--- src/rtl/health_ctrl_pkg.sv ---
// Shared types and default constants for the game-session health controller.
package health_ctrl_pkg;
    localparam int HEALTH_W = 7;
    localparam int RATE_W   = 27;
    localparam int LEVEL_W  = 4;
    localparam int SCORE_W  = 8;

    localparam logic [RATE_W-1:0]   DEF_BASE_RATE  = 27'd50_000_000;
    localparam logic [RATE_W-1:0]   DEF_RATE_STEP  = 27'd5_000_000;
    localparam logic [RATE_W-1:0]   DEF_MIN_RATE   = 27'd10_000_000;
    localparam int                  DEF_LEVEL_UP   = 5;
    localparam int                  DEF_MAX_LEVEL  = 9;
    localparam logic [HEALTH_W-1:0] DEF_MAX_HEALTH = 7'd99;

    typedef enum logic [1:0] {IDLE, CLEAR, PLAY, OVER} hc_state_t;
endpackage

--- src/rtl/health_rate_calc.sv ---
// Combinational level-to-decay-period mapping with a floor at MIN_RATE.
module health_rate_calc
    import health_ctrl_pkg::*;
#(
    parameter logic [RATE_W-1:0] BASE_RATE = DEF_BASE_RATE,
    parameter logic [RATE_W-1:0] RATE_STEP = DEF_RATE_STEP,
    parameter logic [RATE_W-1:0] MIN_RATE  = DEF_MIN_RATE
) (
    input  logic [LEVEL_W-1:0] i_level,
    output logic [RATE_W-1:0]  o_rate
);
    logic signed [31:0] w_step_total;
    logic signed [31:0] w_diff;

    // Signed 32-bit arithmetic so BASE - level*STEP may go negative without wrapping.
    always_comb begin
        w_step_total = $signed({28'd0, i_level}) * $signed({5'd0, RATE_STEP});
        w_diff       = $signed({5'd0, BASE_RATE}) - w_step_total;
        if (w_diff < $signed({5'd0, MIN_RATE})) begin
            o_rate = MIN_RATE;
        end else begin
            o_rate = w_diff[RATE_W-1:0];
        end
    end
endmodule

--- src/rtl/health_controller.sv ---
// Session FSM (IDLE/CLEAR/PLAY/OVER) that sequences the health block,
// turns correct answers into add_health pulses and tracks score/streak/level.
module health_controller
    import health_ctrl_pkg::*;
#(
    parameter logic [RATE_W-1:0]   BASE_RATE  = DEF_BASE_RATE,
    parameter logic [RATE_W-1:0]   RATE_STEP  = DEF_RATE_STEP,
    parameter logic [RATE_W-1:0]   MIN_RATE   = DEF_MIN_RATE,
    parameter int                  LEVEL_UP   = DEF_LEVEL_UP,
    parameter int                  MAX_LEVEL  = DEF_MAX_LEVEL,
    parameter logic [HEALTH_W-1:0] MAX_HEALTH = DEF_MAX_HEALTH
) (
    input  logic                clk,
    input  logic                reset,
    input  logic                start,
    input  logic                correct,
    input  logic                wrong,
    input  logic [HEALTH_W-1:0] current_health,
    input  logic                no_health,
    output logic                health_reset_n,
    output logic [RATE_W-1:0]   health_rate,
    output logic                add_health,
    output logic [SCORE_W-1:0]  score,
    output logic [LEVEL_W-1:0]  level,
    output logic                playing,
    output logic                game_over
);
    localparam int STREAK_W = $clog2(LEVEL_UP + 1);

    hc_state_t r_state;
    hc_state_t w_state_nxt;

    logic r_health_reset_n, r_add_health, r_playing, r_game_over;
    logic w_health_reset_n_nxt, w_add_health_nxt, w_playing_nxt, w_game_over_nxt;

    logic w_take_correct;
    logic w_take_wrong;

    logic [SCORE_W-1:0]  r_score;
    logic [LEVEL_W-1:0]  r_level;
    logic [STREAK_W-1:0] r_streak;
    logic [STREAK_W-1:0] w_streak_inc;
    logic [RATE_W-1:0]   r_health_rate;
    logic [RATE_W-1:0]   w_rate;

    // no_health wins over any answer arriving in the same cycle.
    assign w_take_correct = (r_state == PLAY) && !no_health && correct && !wrong;
    assign w_take_wrong   = (r_state == PLAY) && !no_health && wrong && !correct;
    assign w_streak_inc   = r_streak + STREAK_W'(1);

    always_ff @(posedge clk or negedge reset) begin
        if (!reset) begin
            r_state <= IDLE;
        end else begin
            r_state <= w_state_nxt;
        end
    end

    always_comb begin
        w_state_nxt = r_state;
        unique case (r_state)
            IDLE:    if (start) w_state_nxt = CLEAR;
            CLEAR:   w_state_nxt = PLAY;
            PLAY:    if (no_health) w_state_nxt = OVER;
            OVER:    if (start) w_state_nxt = CLEAR;
            default: w_state_nxt = IDLE;
        endcase
    end

    // Outputs are decoded from the next state and registered, so they change on the same edge as the state.
    always_comb begin
        w_health_reset_n_nxt = (w_state_nxt == PLAY) || (w_state_nxt == OVER);
        w_playing_nxt        = (w_state_nxt == PLAY);
        w_game_over_nxt      = (w_state_nxt == OVER);
        w_add_health_nxt     = w_take_correct && (current_health < MAX_HEALTH);
    end

    always_ff @(posedge clk or negedge reset) begin
        if (!reset) begin
            r_health_reset_n <= 1'b0;
            r_add_health     <= 1'b0;
            r_playing        <= 1'b0;
            r_game_over      <= 1'b0;
        end else begin
            r_health_reset_n <= w_health_reset_n_nxt;
            r_add_health     <= w_add_health_nxt;
            r_playing        <= w_playing_nxt;
            r_game_over      <= w_game_over_nxt;
        end
    end

    always_ff @(posedge clk or negedge reset) begin
        if (!reset) begin
            r_score  <= '0;
            r_level  <= '0;
            r_streak <= '0;
        end else if (w_state_nxt == CLEAR) begin
            r_score  <= '0;
            r_level  <= '0;
            r_streak <= '0;
        end else if (w_take_correct) begin
            if (r_score != '1) begin
                r_score <= r_score + SCORE_W'(1);
            end
            if (w_streak_inc == STREAK_W'(LEVEL_UP)) begin
                r_streak <= '0;
                if (r_level < LEVEL_W'(MAX_LEVEL)) begin
                    r_level <= r_level + LEVEL_W'(1);
                end
            end else begin
                r_streak <= w_streak_inc;
            end
        end else if (w_take_wrong) begin
            r_streak <= '0;
        end
    end

    health_rate_calc #(
        .BASE_RATE (BASE_RATE),
        .RATE_STEP (RATE_STEP),
        .MIN_RATE  (MIN_RATE)
    ) u_rate_calc (
        .i_level (r_level),
        .o_rate  (w_rate)
    );

    always_ff @(posedge clk or negedge reset) begin
        if (!reset) begin
            r_health_rate <= BASE_RATE;
        end else begin
            r_health_rate <= w_rate;
        end
    end

    assign health_reset_n = r_health_reset_n;
    assign health_rate    = r_health_rate;
    assign add_health     = r_add_health;
    assign score          = r_score;
    assign level          = r_level;
    assign playing        = r_playing;
    assign game_over      = r_game_over;
endmodule

--- config.mk ---
export PLATFORM = sky130hd
export DESIGN_NAME = health_controller
export DESIGN_NICKNAME = d
export VERILOG_FILES = /design/src/rtl/health_ctrl_pkg.sv /design/src/rtl/health_rate_calc.sv /design/src/rtl/health_controller.sv
export SDC_FILE = /design/constraint.sdc
export NUM_CORES = 1
export LEC_CHECK = 0
export CELL_PAD_IN_SITES_DETAIL_PLACEMENT = 0
export CELL_PAD_IN_SITES_GLOBAL_PLACEMENT = 1
export CORE_ASPECT_RATIO = 0.8
export CORE_MARGIN = 2
export CORE_UTILIZATION = 39
export CTS_BUF_LIST = sky130_fd_sc_hd__clkbuf_8
export CTS_CLUSTER_SIZE = 30
export DETAILED_ROUTE_END_ITERATION = 10
export GPL_TIMING_DRIVEN = 1
export PLACE_DENSITY = 0.86
export SLEW_MARGIN = 20
export SYNTH_ARGS = -nofsm -noshare
export SYNTH_HDL_FRONTEND = slang
export SYNTH_HIERARCHICAL = 1
export SYNTH_SLANG_ARGS = --single-unit
export TNS_END_PERCENT = 1
--- constraint.sdc ---
create_clock -name clk -period 3.83 [get_ports clk]
set_input_delay 0.9575 -clock clk [delete_from_list [all_inputs] [get_ports clk]]
set_output_delay 0.9575 -clock clk [all_outputs]
set_load 0.02 [all_outputs]
==> results of run 1 <==
==> tightest hold or removal path, cell delays in order, from the launching register on <==
cell	delay (ns)
sky130_fd_sc_hd__dfrtp_1	0.40
sky130_fd_sc_hd__nand2_1	0.06
sky130_fd_sc_hd__a21oi_1	0.05
==> cell type report <==
cell class | instances | area share, %
clock buffer | 5 | 1.304
clock inverter | 3 | 0.2371
inverter | 23 | 1.683
multi-input combinational | 309 | 50.12
sequential | 47 | 22.66
tap | 115 | 2.726
timing repair buffer | 131 | 21.27
==> power groups by stage <==
| stage | combinational [W] | clock, W | sequential, W |
|---|---|---|---|
| 4_1_cts | 0.000316 | 0.000296 | 0.000561 |
| 3_5_place_dp | 0.000314 | 0 | 0.000571 |
| 2_1_floorplan | 0.000156 | 0 | 0.000598 |
| 5_1_grt | 0.000348 | 0.000316 | 0.000565 |
| 6_report | 0.000312 | 0.000286 | 0.000561 |
| 3_3_place_gp | 0.000302 | 0 | 0.000568 |
==> sequential cells by signal (all words and copies together), names as in the netlist <==
register / cells
health_rate: 27
score: 8
level: 4
r_streak: 3
add_health: 1
game_over: 1
health_reset_n: 1
playing: 1
r_state: 1
==> how the worst max path moves through the flow <==
stage                                 end  slack, ns  cells after the start
after CTS                 health_rate[12]      -0.12                     16
after global placement    health_rate[12]      -0.16                     16
after detailed placement  health_rate[12]      -0.27                     15
after floorplan           health_rate[11]      -0.01                     14
final                     health_rate[11]      -0.16                     14
after global routing      health_rate[11]      -0.33                     15
==> layer usage <==
| layer | global-route usage [%] | part of all wire [%] |
|---|---|---|
| met3 | 3.672 | 4.0 |
| met4 | 2.134 | 0.45 |
| met2 | 33.68 | 47 |
| met5 | 0 | 0 |
| met1 | 29.32 | 49 |
==> cell families (layout without fill, tap and decap cells) <==
logic type      Yosys count  in the layout  share of synthesized area (%)
other cells               1              6                         0.1016
xor+xnor                 30             30                          7.121
fa+ha+maj                33             33                          11.60
simple gates            115            115                          17.60
flops                    47             47                          32.28
buf+inv                  38            162                          4.815
mux                       6              6                          1.628
compound gates          119            119                          24.86
==> layout by cell type, fill, tap and decap left out, drive strengths merged, types with 5 or more instances in the layout <==
master and n:
o211ai 8, clkbuf 5, clkdlybuf4s50 54, a31oi 5
nand3 12, inv 25, o21ai 23, nor3 8
a21oi 33, ha 31, nor2 24, nand4 5
a211oi 7, buf 77, dfrtp 35, xnor2 18
dfstp 12, or3 5, nand2 20, xor2 12
conb 6, mux2i 6, and3 6, and2 9
==> what timing repair did <==
action / 4_1_cts / 5_1_grt
pin swaps: 6 / 6
setup buffers: 2 / 2
endpoints found under the setup margin: 18 / 20
gates resized for setup: 14 / 12
gates cloned: 0 / 0
==> metrics by stage <==
stage,hold WS [ns],std cells
floorplan,0.5171,394
global placement,0.5311,621
detailed placement,0.5440,621
CTS,0.5557,631
global route,0.5937,633
finish,0.5541,633
==> parameters.txt, run 1 <==
Parameter                              Value

Synthesis
  Most common flop cell mapped by yosys    sky130_fd_sc_hd__dfrtp_1
  Post-synth cell types    76
  Area share of the leading cell type in the synthesized netlist    23.74%
  Part of the Yosys area used for sequential elements    32.28%
  Number of synthesized flops with an enable pin    0
  Syn Inst Count    389
  Most repeated cell in the gate-level netlist after synthesis    sky130_fd_sc_hd__dfrtp_1
  Syn avg cell area    9.485 µm²
  Area leader, netlist    sky130_fd_sc_hd__dfrtp_1
  Synthesis-stage register bit count    47
  Post-synth design cell area    3690 µm²
  Cell types occupying the most area after synthesis    sky130_fd_sc_hd__dfrtp_1 24%, sky130_fd_sc_hd__ha_1 11%, sky130_fd_sc_hd__dfstp_2 8.5%, sky130_fd_sc_hd__xnor2_1 4.3%, sky130_fd_sc_hd__a21oi_1 4.2%
  Leading post-synthesis cells by instance count    35 x sky130_fd_sc_hd__dfrtp_1, 31 x sky130_fd_sc_hd__a21oi_1, 31 x sky130_fd_sc_hd__ha_1
  FFs w/ async S/R, synth    100.0%
  Synth warn    6

Clock tree
  Latest clock arrival within the worst-skew pair    0.30 ns
  Clock Root Buffer    sky130_fd_sc_hd__clkbuf_8
  Clock tree from TritonCTS    done
  Number of buffers created by CTS    5
  Maximum count of clock buffers along a single path    2
  Clock transition at the registers of the reported paths    0.08 ns
  Maximum level of the CTS H-tree    2
  Hold bufs inserted after CTS    0
  Sink count of the clock tree    47

Critical path
  Type of origin of the critical path    flop
  Worst reg-to-reg setup slack    -0.16 ns
  Worst setup path category    reg2reg
  Reg-to-reg endpoint    health_rate[11]
  Slowest cell on crit path    sky130_fd_sc_hd__dfrtp_2
  WP buf/inv    1
  Worst-path cell chain    ha_1, xnor2_1, inv_1, ha_1, a21oi_2, or2_4, a211oi_2, a311oi_4, o211ai_1, and3_4, a311oi_4, and4_4, o21ai_4, a211oi_2
  Launch point of the critical path    level[1]
  Top Family by Delay on Critical Path    compound AO/OA/AOI/OAI gates
  Crit-path max cell delay    0.47 ns
  Critical R2R Launch    level[1]
  Arrival time of the worst setup path    4.21 ns
  Required @ worst endpoint    4.05 ns
  Worst-path maximum fanout    9
  Worst setup EP type    flop
  Count of cells along the worst register-to-register path    14

Timing
  Final period demand of the worst path    3.994 ns
  Final setup violation count    17
  Slew Viols, Final    0
  Post-route fraction of the period consumed by the critical path    104.3%
  Max Clk Rate    250.4 MHz
  Slew at the pin closest to its max-slew limit    0.5873 ns
  Total count of hold-check failures in the final report    0
  Slew headroom    60.85%
  RSZ-0062 raised after global routing    yes
  Clk_skew    0.004491 ns
  Total negative setup slack    -1.727 ns
  Final worst slack    -0.1639 ns

Detailed routing
  DRC violation total after the first TritonRoute iteration    253
  Detailed Routing Iterations Pass 1    5
  Via count    3468
  WL/cell    16.79 µm
  Residual DRC count    0
  Via-to-Cell Ratio    5.479
  DRT antenna net count    0
  Total Wirelength    10630 µm

Global route
  Maximum number of pins on one net before global-route repair    48
  Antenna violations before repair    0
  Overall routing resource usage    20.53%
  Grt ovf    0
  Global-route wire length before repair    17040 µm
  Vias in the first global route    3359

Hold path
  Type of the tightest min-delay check    reg2reg
  Hold Crit Start    r_streak[0]
  Endpoint of the worst hold path    r_streak[0]
  Number of cells on the worst hold path    2

Power
  Share of power burned in registers    48.4%
  Clock power frac    24.7%
  Combinational cell fraction of total power    26.9%
  Overall Power    0.001160 W
  Power spent charging and discharging nets    0.0003782 W
  Total power divided by cell area    219.7 nW/µm²
  IR drop worst, VDD    188.5 µV
  Internal cell power    0.0007815 W
  Sw Share    32.61%
  Standby leakage power    2.229 nW

Floorplanning
  Core area    9115 µm²
  Cell row count    31
  Effective utilization at floorplan    40.48%
  Die height    91 µm
  Die width    112.8 µm
  I/O Pins    56
  Die outline area    10260 µm²

Placed design
  Cell Area, Placed    5026 µm²
  Post-DP HPWL    8246 µm
  Weighted congestion reported at the end of routability-driven placement    0.8480
  Number of buffer cells added on primary ports    55
  Dpl ws    -0.2664 ns

Cells and area
  Filler instances    792
  Cell area after layout    5278 µm²
  Count of antenna diodes in the layout    0
  Multi-input gate area in the final layout    2645 µm²
  Net count of the finished layout    563
  Post-route core utilization    57.90%
  Area grow syn2layout    43.03%
  Share of cells above drive strength 1    31.85%
  Sequential cell area    1196 µm²

Run status
  Violated checks    setup timing
  Result of the run    complete, but fails checks

Job
  Max-capacitance violation count    0
Note: power is estimated with default switching activity, not from simulation.
==> inputs of run 2 (changes only) <==
Settings changed: CORE_UTILIZATION 39 to 43, PLACE_DENSITY 0.86 to 0.89, REMOVE_ABC_BUFFERS set to 1.
Clock period 3.83 ns to 4.4 ns, I/O delays scaled along.
==> run 2 against run 1 <==
Net effect: the run now ends clean; die area decreased by 8.9%; global-route usage decreased by 0.21 points; wire length decreased by 11%; fmax decreased by 5.2%; setup slack improved by 0.35 ns; clock skew increased by 0.017 ns; critical path depth increased by 2; count of clock-buffer cells in the layout increased by 1; non-clock buffer count decreased by 48; clock power increased by 23%; first-iteration DRC count increased by 35%; sequential share of layout area increased by 2.2 points; critical path type unchanged; critical endpoint is now health_rate[16]; largest cell class unchanged; highest routed layer unchanged.
==> parameters.txt, run 2 (synthesis results as in run 1) <==
Parameter                              Value

Detailed routing
  DRT antenna net count    0 (unchanged)
  Total Wirelength    9496 µm (-11%)
  DRC violation total after the first TritonRoute iteration    342 (+35%)
  Via count    3260 (-6.0%)
  Via-to-Cell Ratio    5.592 (+2.1%)
  WL/cell    16.29 µm (-3.0%)
  Detailed Routing Iterations Pass 1    4 (-1)
  Residual DRC count    0 (unchanged)

Critical path
  Crit-path max cell delay    0.45 ns (-0.02 ns)
  Worst setup EP type    flop
  Worst reg-to-reg setup slack    0.19 ns (+0.35 ns)
  Critical R2R Launch    level[3]
  Worst-path maximum fanout    5 (-4)
  Worst-path cell chain    ha_1, ha_1, ha_2, inv_1, fa_1, nand2b_1, a21bo_2, a211o_1, a311o_1, o32ai_4, o21bai_2, xor2_1, o311ai_4, buf_4, o21ai_2, a21oi_1
  Count of cells along the worst register-to-register path    16 (+2)
  Worst path most repeated cell    sky130_fd_sc_hd__ha_1
  Type of origin of the critical path    flop
  Worst setup path category    reg2reg
  Slowest cell on crit path    sky130_fd_sc_hd__dfrtp_2
  Reg-to-reg endpoint    health_rate[16]
  Required @ worst endpoint    4.64 ns (+0.59 ns)
  Top Family by Delay on Critical Path    compound AO/OA/AOI/OAI gates
  WP buf/inv    2 (+1)
  Arrival time of the worst setup path    4.45 ns (+0.24 ns)

Placed design
  Weighted congestion reported at the end of routability-driven placement    0.9218 (+8.7%)
  Post-DP HPWL    6981 µm (-15%)
  Number of buffer cells added on primary ports    55 (unchanged)
  Cell Area, Placed    4453 µm² (-11%)

Timing
  Total negative setup slack    0 ns (+1.727 ns)
  Slew headroom    56.49% (-4.4 points)
  Clk_skew    0.02102 ns (+0.01653 ns)
  Final setup violation count    0 (-17)
  Max Clk Rate    237.3 MHz (-5.2%)
  Slew at the pin closest to its max-slew limit    0.6480 ns (+0.06069 ns)
  Post-route fraction of the period consumed by the critical path    95.76% (-8.5 points)
  Total count of hold-check failures in the final report    0 (unchanged)
  Slew Viols, Final    0 (unchanged)
  Final period demand of the worst path    4.213 ns (+0.2194 ns)

Run status
  Result of the run    completed

Hold path
  Hold Crit Start    r_streak[1]
  Endpoint of the worst hold path    r_streak[1]
  Number of cells on the worst hold path    2 (unchanged)
  Type of the tightest min-delay check    reg2reg

Job
  Max-capacitance violation count    0 (unchanged)

Global route
  Vias in the first global route    3147 (-6.3%)
  Antenna violations before repair    0 (unchanged)
  Overall routing resource usage    20.33% (-0.21 points)
  Global-route wire length before repair    15180 µm (-11%)
  Grt ovf    0 (unchanged)
  Maximum number of pins on one net before global-route repair    48 (unchanged)

Floorplanning
  Die height    86.86 µm (-4.6%)
  Core area    8408 µm² (-7.8%)
  Effective utilization at floorplan    43.88% (+3.4 points)
  Die outline area    9343 µm² (-8.9%)
  I/O Pins    56 (unchanged)
  Cell row count    30 (-3.2%)
  Die width    107.6 µm (-4.6%)

Power
  Standby leakage power    1.991 nW (-11%)
  IR drop worst, VDD    159.2 µV (-16%)
  Total power divided by cell area    231.1 nW/µm² (+5.2%)

Cells and area
  Number of flip-flops in the largest register    27 (unchanged)
  Count of antenna diodes in the layout    0 (unchanged)
  Area grow syn2layout    29.98%
  Share of cells above drive strength 1    20.38% (-11 points)
  Leading cell type in the layout, fill and taps excluded    sky130_fd_sc_hd__clkdlybuf4s50_1
  Cell area after layout    4796 µm² (-9.1%)
  Net count of the finished layout    516 (-8.3%)
  Commonest cells after routing, fill and taps aside    54 x sky130_fd_sc_hd__clkdlybuf4s50_1, 34 x sky130_fd_sc_hd__dfrtp_1, 31 x sky130_fd_sc_hd__a21oi_1, 30 x sky130_fd_sc_hd__ha_1, 29 x sky130_fd_sc_hd__buf_4
  Filler instances    772 (-2.5%)

Clock tree
  Number of buffers created by CTS    5 (unchanged)
  Maximum count of clock buffers along a single path    2 (unchanged)
  Sink count of the clock tree    47 (unchanged)
  Clock tree from TritonCTS    done
  Maximum level of the CTS H-tree    2 (unchanged)
  Clock transition at the registers of the reported paths    0.11 ns (+0.03 ns)
  Clock Root Buffer    sky130_fd_sc_hd__clkbuf_8
  Latest clock arrival within the worst-skew pair    0.32 ns (+0.02 ns)
[run 2: changes by cell type in the layout (fill, tap and decap cells not counted), moves of 2 or more]
cell	before	now
sky130_fd_sc_hd__ha_1	24	30
sky130_fd_sc_hd__a21oi_1	26	31
sky130_fd_sc_hd__dfrtp_1	31	34
sky130_fd_sc_hd__dfrtp_2	4	1
sky130_fd_sc_hd__o21ai_2	1	3
sky130_fd_sc_hd__ha_4	7	0
sky130_fd_sc_hd__a21oi_2	7	2
sky130_fd_sc_hd__buf_4	76	29
[run 2: worst max path at each step]
stage,endpoint,cells past startpoint,startpoint
after floorplan,health_rate[11],15,level[2]
after global placement,health_rate[12],14,level[3]
after detailed placement,health_rate[11],14,level[3]
after CTS,health_rate[11],15,level[3]
after global routing,health_rate[11],15,level[0]
final,health_rate[16],16,level[3]
[run 2: final cells by class]
type	instances	area, µm²	area share (%)
Sequential cell	47	1192	24.86
Inverter	23	86.33	1.800
Clock buffer	6	82.58	1.722
Clock inverter	2	38.79	0.8088
Multi-Input combinational cell	310	2497	52.07
Timing Repair Buffer	83	758.2	15.81
Tap cell	112	140.1	2.922
[run 2: timing repair]
| item | 4_1_cts | 5_1_grt |
|---|---|---|
| buffers inserted | 0 | 8 |
| hold buffers | 0 | 0 |
| resized for setup | 3 | 25 |
| pin swaps | 0 | 11 |
| setup endpoints to repair | 9 | 18 |
| gates cloned | 0 | 1 |
[run 2: layer usage]
layer / track usage (%) / up-vias / part of all wire (%)
met5: 0 / - / 0
met4: 4.545 / 0 / 0.98
met3: 2.917 / 8 / 4.6
met2: 32.48 / 74 / 48
met1: 29.34 / 1585 / 46
li1: - / 1593 / -
[run 2: worst reg2reg max path: stages (launching register included)]
cell and delay, ns:
sky130_fd_sc_hd__dfrtp_2 0.45, sky130_fd_sc_hd__ha_1 0.32, sky130_fd_sc_hd__ha_1 0.31, sky130_fd_sc_hd__ha_2 0.20
sky130_fd_sc_hd__inv_1 0.05, sky130_fd_sc_hd__fa_1 0.40, sky130_fd_sc_hd__nand2b_1 0.19, sky130_fd_sc_hd__a21bo_2 0.23
sky130_fd_sc_hd__a211o_1 0.29, sky130_fd_sc_hd__a311o_1 0.32, sky130_fd_sc_hd__o32ai_4 0.33, sky130_fd_sc_hd__o21bai_2 0.09
sky130_fd_sc_hd__xor2_1 0.19, sky130_fd_sc_hd__o311ai_4 0.35, sky130_fd_sc_hd__buf_4 0.18, sky130_fd_sc_hd__o21ai_2 0.07
sky130_fd_sc_hd__a21oi_1 0.16
[run 2: power breakdown]
group	leakage, nW	total (W)	internal [W]	switching, W
Clock	0.0618	0.000352	0.000187	0.000165
Sequential	0.592	0.000489	0.000464	0.0000251
Combinational	1.34	0.000267	0.000109	0.000158
Total	1.99	0.00111	0.000761	0.000348
[run 2: stage by stage]
step                util, %  hold slack (ns)  instances  setup slack (ns)  power (W)
detailed placement    52.96           0.5524        566          -0.04508  0.0007649
global route          57.04           0.6054        583          -0.06504   0.001170
CTS                   54.57           0.5772        574          0.007349   0.001114
floorplan                 -           0.5171        379           -0.1211  0.0006456
global placement      52.96           0.5365        566           0.06023  0.0007543
finish                57.04           0.5743        583            0.1867   0.001109
==> inputs of run 3 (changes only) <==
Settings changed: ABC_AREA set to 1, CORE_UTILIZATION 43 to 41, PLACE_DENSITY 0.89 to 0.9.
==> run 3 against run 2 <==
Net effect: sequential power down 1%; core utilization down 6.5 points; largest cell class unchanged; total power down 4.4%; worst hold slack worse by 0.030 ns; clock skew down 0.011 ns; final area down 4.0%; critical endpoint is now health_rate[24]; register-to-register slack better by 0.31 ns; highest routed layer unchanged; combinational power up 13%; critical path depth up 7.
==> parameters.txt, run 3 <==
Parameter                              Value

Detailed routing
  WL/cell    12.85 µm (-21%)
  DRT antenna net count    0 (unchanged)
  Via-to-Cell Ratio    4.881 (-13%)
  Detailed Routing Iterations Pass 1    5 (+1)
  DRC violation total after the first TritonRoute iteration    182 (-47%)
  Via count    3514 (+7.8%)
  Residual DRC count    0 (unchanged)
  Total Wirelength    9251 µm (-2.6%)

Power
  Total power divided by cell area    230.2 nW/µm² (-0.43%)
  IR drop worst, VDD    209.5 µV (+32%)
  Share of power burned in registers    45.6% (+1.5 points)
  Combinational cell fraction of total power    28.4% (+4.3 points)
  Power spent charging and discharging nets    0.0003675 W (+5.7%)
  Overall Power    0.001060 W (-4.4%)
  Clock power frac    26.0% (-5.7 points)
  Standby leakage power    2.384 nW (+20%)
  Internal cell power    0.0006922 W (-9.0%)
  Sw Share    34.68% (+3.3 points)

Floorplanning
  Die width    112.5 µm (+4.6%)
  Core area    9115 µm² (+8.4%)
  Die outline area    10220 µm² (+9.4%)
  I/O Pins    56 (unchanged)
  Effective utilization at floorplan    42.37% (-1.5 points)
  Die height    90.82 µm (+4.6%)
  Cell row count    31 (+3.3%)

Timing
  Final setup violation count    0 (unchanged)
  Max Clk Rate    256.0 MHz (+7.9%)
  RSZ-0062 raised after global routing    no
  Slew at the pin closest to its max-slew limit    0.6022 ns (-0.04576 ns)
  Final period demand of the worst path    3.906 ns (-0.3076 ns)
  Clk_skew    0.009632 ns (-0.01139 ns)
  Post-route fraction of the period consumed by the critical path    88.77% (-7.0 points)
  Slew Viols, Final    0 (unchanged)
  Slew headroom    59.85% (+3.4 points)
  Total count of hold-check failures in the final report    0 (unchanged)
  Total negative setup slack    0 ns (unchanged)
  Hold slack    0.5440 ns (-0.03031 ns)

Global route
  Global-route wire length before repair    15750 µm (+3.8%)
  Antenna violations before repair    0 (unchanged)
  Vias in the first global route    3251 (+3.3%)
  Maximum number of pins on one net before global-route repair    48 (unchanged)
  Grt ovf    0 (unchanged)
  Overall routing resource usage    18.99% (-1.3 points)

Critical path
  Critical R2R Launch    level[1]
  Worst setup path category    reg2reg
  Count of cells along the worst register-to-register path    23 (+7)
  Worst reg-to-reg setup slack    0.49 ns (+0.31 ns)
  Type of origin of the critical path    flop
  Worst setup EP type    flop
  Reg-to-reg endpoint    health_rate[24]
  Required @ worst endpoint    4.58 ns (-0.06 ns)
  Arrival time of the worst setup path    4.09 ns (-0.36 ns)
  Worst-path maximum fanout    13 (+8)

Synthesis
  Post-synth cell types    35 (-54%)
  Most repeated cell in the gate-level netlist after synthesis    sky130_fd_sc_hd__nand2_1
  Share of synthesized cell area in full adder, half adder and majority cells    11.08% (-0.52 points)
  Synth warn    6 (unchanged)
  Area leader, netlist    sky130_fd_sc_hd__dfrtp_1
  Area share of the leading cell type in the synthesized netlist    22.68% (-1.1 points)
  Syn Inst Count    544 (+40%)
  Multiplexer area fraction after synthesis    0% (-1.6 points)
  FFs w/ async S/R, synth    100.0% (unchanged)
  Number of synthesized flops with an enable pin    0 (unchanged)
  Cell types occupying the most area after synthesis    sky130_fd_sc_hd__dfrtp_1 23%, sky130_fd_sc_hd__nand2_1 15%, sky130_fd_sc_hd__ha_1 10%, sky130_fd_sc_hd__nand3_1 9.1%, sky130_fd_sc_hd__dfstp_2 8.2%
  Leading post-synthesis cells by instance count    158 x sky130_fd_sc_hd__nand2_1, 74 x sky130_fd_sc_hd__inv_1, 70 x sky130_fd_sc_hd__nand3_1
  Main combinational cell family by area after synthesis    simple AND/OR/NAND/NOR gates
  Post-synth design cell area    3862 µm² (+4.7%)
  Part of the Yosys area used for sequential elements    30.84% (-1.4 points)
  Synthesis-stage register bit count    47 (unchanged)
  Area fraction in and, or, nand and nor cells after synthesis    40.62% (+23 points)
  Share of the synthesized area in compound gates (AO/OA/AOI/OAI)    3.952% (-21 points)
  Area share of xor/xnor cells in the synthesized design    2.721% (-4.4 points)
  Most common flop cell mapped by yosys    sky130_fd_sc_hd__dfrtp_1
  Syn avg cell area    7.100 µm² (-25%)

Cells and area
  Net count of the finished layout    650 (+26%)
  Commonest cells after routing, fill and taps aside    158 x sky130_fd_sc_hd__nand2_1, 74 x sky130_fd_sc_hd__inv_1, 70 x sky130_fd_sc_hd__nand3_1, 54 x sky130_fd_sc_hd__clkdlybuf4s50_1, 43 x sky130_fd_sc_hd__nor2_1
  Area grow syn2layout    19.21%
  Number of flip-flops in the largest register    27 (unchanged)
  Share of cells above drive strength 1    13.22% (-7.2 points)
  Post-route core utilization    50.51% (-6.5 points)
  Leading cell type in the layout, fill and taps excluded    sky130_fd_sc_hd__nand2_1
  Count of antenna diodes in the layout    0 (unchanged)

Placed design
  Weighted congestion reported at the end of routability-driven placement    0.8906 (-3.4%)
  Number of buffer cells added on primary ports    55 (unchanged)
  Post-DP HPWL    7524 µm (+7.8%)

Clock tree
  Number of buffers created by CTS    5 (unchanged)
  Clock Root Buffer    sky130_fd_sc_hd__clkbuf_8
  Gates resized, CTS repair    0 (-3)
  Sink count of the clock tree    47 (unchanged)
  Maximum level of the CTS H-tree    2 (unchanged)
  Clock tree from TritonCTS    done
  Setup Fix Bufs, Post-CTS    0 (unchanged)
  Hold bufs inserted after CTS    0 (unchanged)
  Maximum count of clock buffers along a single path    2 (unchanged)
  Clock transition at the registers of the reported paths    0.09 ns (-0.02 ns)
  Latest clock arrival within the worst-skew pair    0.30 ns (-0.02 ns)

Hold path
  Number of cells on the worst hold path    2 (unchanged)
  Endpoint of the worst hold path    score[7]
  Hold Crit Start    score[7]
  Type of the tightest min-delay check    reg2reg

Job
  Max-capacitance violation count    0 (unchanged)

Run status
  Result of the run    completed
-- run 3: cell count changes after synthesis, moves of 12 or more --
cell,before,now
sky130_fd_sc_hd__nor2_1,24,43
sky130_fd_sc_hd__nand3_1,12,70
sky130_fd_sc_hd__nand2_2,0,12
sky130_fd_sc_hd__nor2_2,0,16
sky130_fd_sc_hd__nand2_1,20,158
sky130_fd_sc_hd__inv_1,23,74
sky130_fd_sc_hd__xnor2_1,18,2
sky130_fd_sc_hd__a21oi_1,31,7
-- run 3: worst max-delay path, cell delays in order, from the launching register on --
cell and delay [ns]:
sky130_fd_sc_hd__dfrtp_1 0.45, sky130_fd_sc_hd__ha_1 0.36, sky130_fd_sc_hd__ha_1 0.31, sky130_fd_sc_hd__ha_1 0.23, sky130_fd_sc_hd__inv_1 0.07, sky130_fd_sc_hd__fa_1 0.39, sky130_fd_sc_hd__inv_1 0.12, sky130_fd_sc_hd__nand2_1 0.08
sky130_fd_sc_hd__nand2_1 0.08, sky130_fd_sc_hd__nand3_1 0.09, sky130_fd_sc_hd__nand2_1 0.10, sky130_fd_sc_hd__nand2_1 0.09, sky130_fd_sc_hd__nand2_1 0.09, sky130_fd_sc_hd__nand2_1 0.05, sky130_fd_sc_hd__nand2_1 0.15, sky130_fd_sc_hd__nand3_1 0.10
sky130_fd_sc_hd__nor2_1 0.18, sky130_fd_sc_hd__nand3b_1 0.09, sky130_fd_sc_hd__nand2_1 0.11, sky130_fd_sc_hd__nand3_1 0.09, sky130_fd_sc_hd__nor2_2 0.13, sky130_fd_sc_hd__nand3_4 0.15, sky130_fd_sc_hd__nand2_4 0.21, sky130_fd_sc_hd__nor2_2 0.06
-- run 3: stage by stage --
stage | cells | instance area (µm²) | setup slack [ns]
2_1_floorplan | 537 | 3776 | 0.4400
3_3_place_gp | 712 | 4503 | 0.5295
3_5_place_dp | 712 | 4503 | 0.5355
4_1_cts | 720 | 4602 | 0.5021
5_1_grt | 720 | 4604 | 0.08887
6_report | 720 | 4604 | 0.4943
-- run 3: cell families after synthesis --
logic type / Yosys count
buffers and inverters: 94
AOI/OAI and AO/OA: 25
and+or+nand+nor: 335
adders and majority gates: 33
DFF: 47
other: 1
xor gates and xnor gates: 9
-- run 3: cell type report --
type | count | area (µm²)
Timing Repair Buffer | 60 | 585.6
Tap cell | 115 | 143.9
Multi-Input combinational cell | 408 | 2277
Sequential cell | 47 | 1191
Clock inverter | 2 | 16.27
Clock buffer | 6 | 82.58
Inverter | 82 | 307.8
Fill cell | 916 | 4511
-- run 3: worst max path at each step --
stage	from	depth (start not counted)	to
2_1_floorplan	level[2]	20	health_rate[26]
3_3_place_gp	level[1]	23	health_rate[24]
3_5_place_dp	level[1]	23	health_rate[6]
4_1_cts	level[1]	23	health_rate[24]
5_1_grt	level[1]	23	health_rate[26]
6_report	level[1]	23	health_rate[24]
-- run 3: power groups by stage --
stage	Clock, W	Combinational (W)	Sequential (W)
2_1_floorplan	0	0.000170	0.000512
3_3_place_gp	0	0.000294	0.000490
3_5_place_dp	0	0.000302	0.000491
4_1_cts	0.000285	0.000304	0.000483
5_1_grt	0.000306	0.000337	0.000488
6_report	0.000276	0.000301	0.000483
-- run 3: per-layer routing --
metal  track usage (%)  vias to the layer above  routed length (µm)
li1                  -                     1827                   -
met1             29.19                     1591                4872
met2             28.61                       90                3901
met3             2.550                        6                 410
met4             3.455                        0                  67
met5                 0                        -                   0
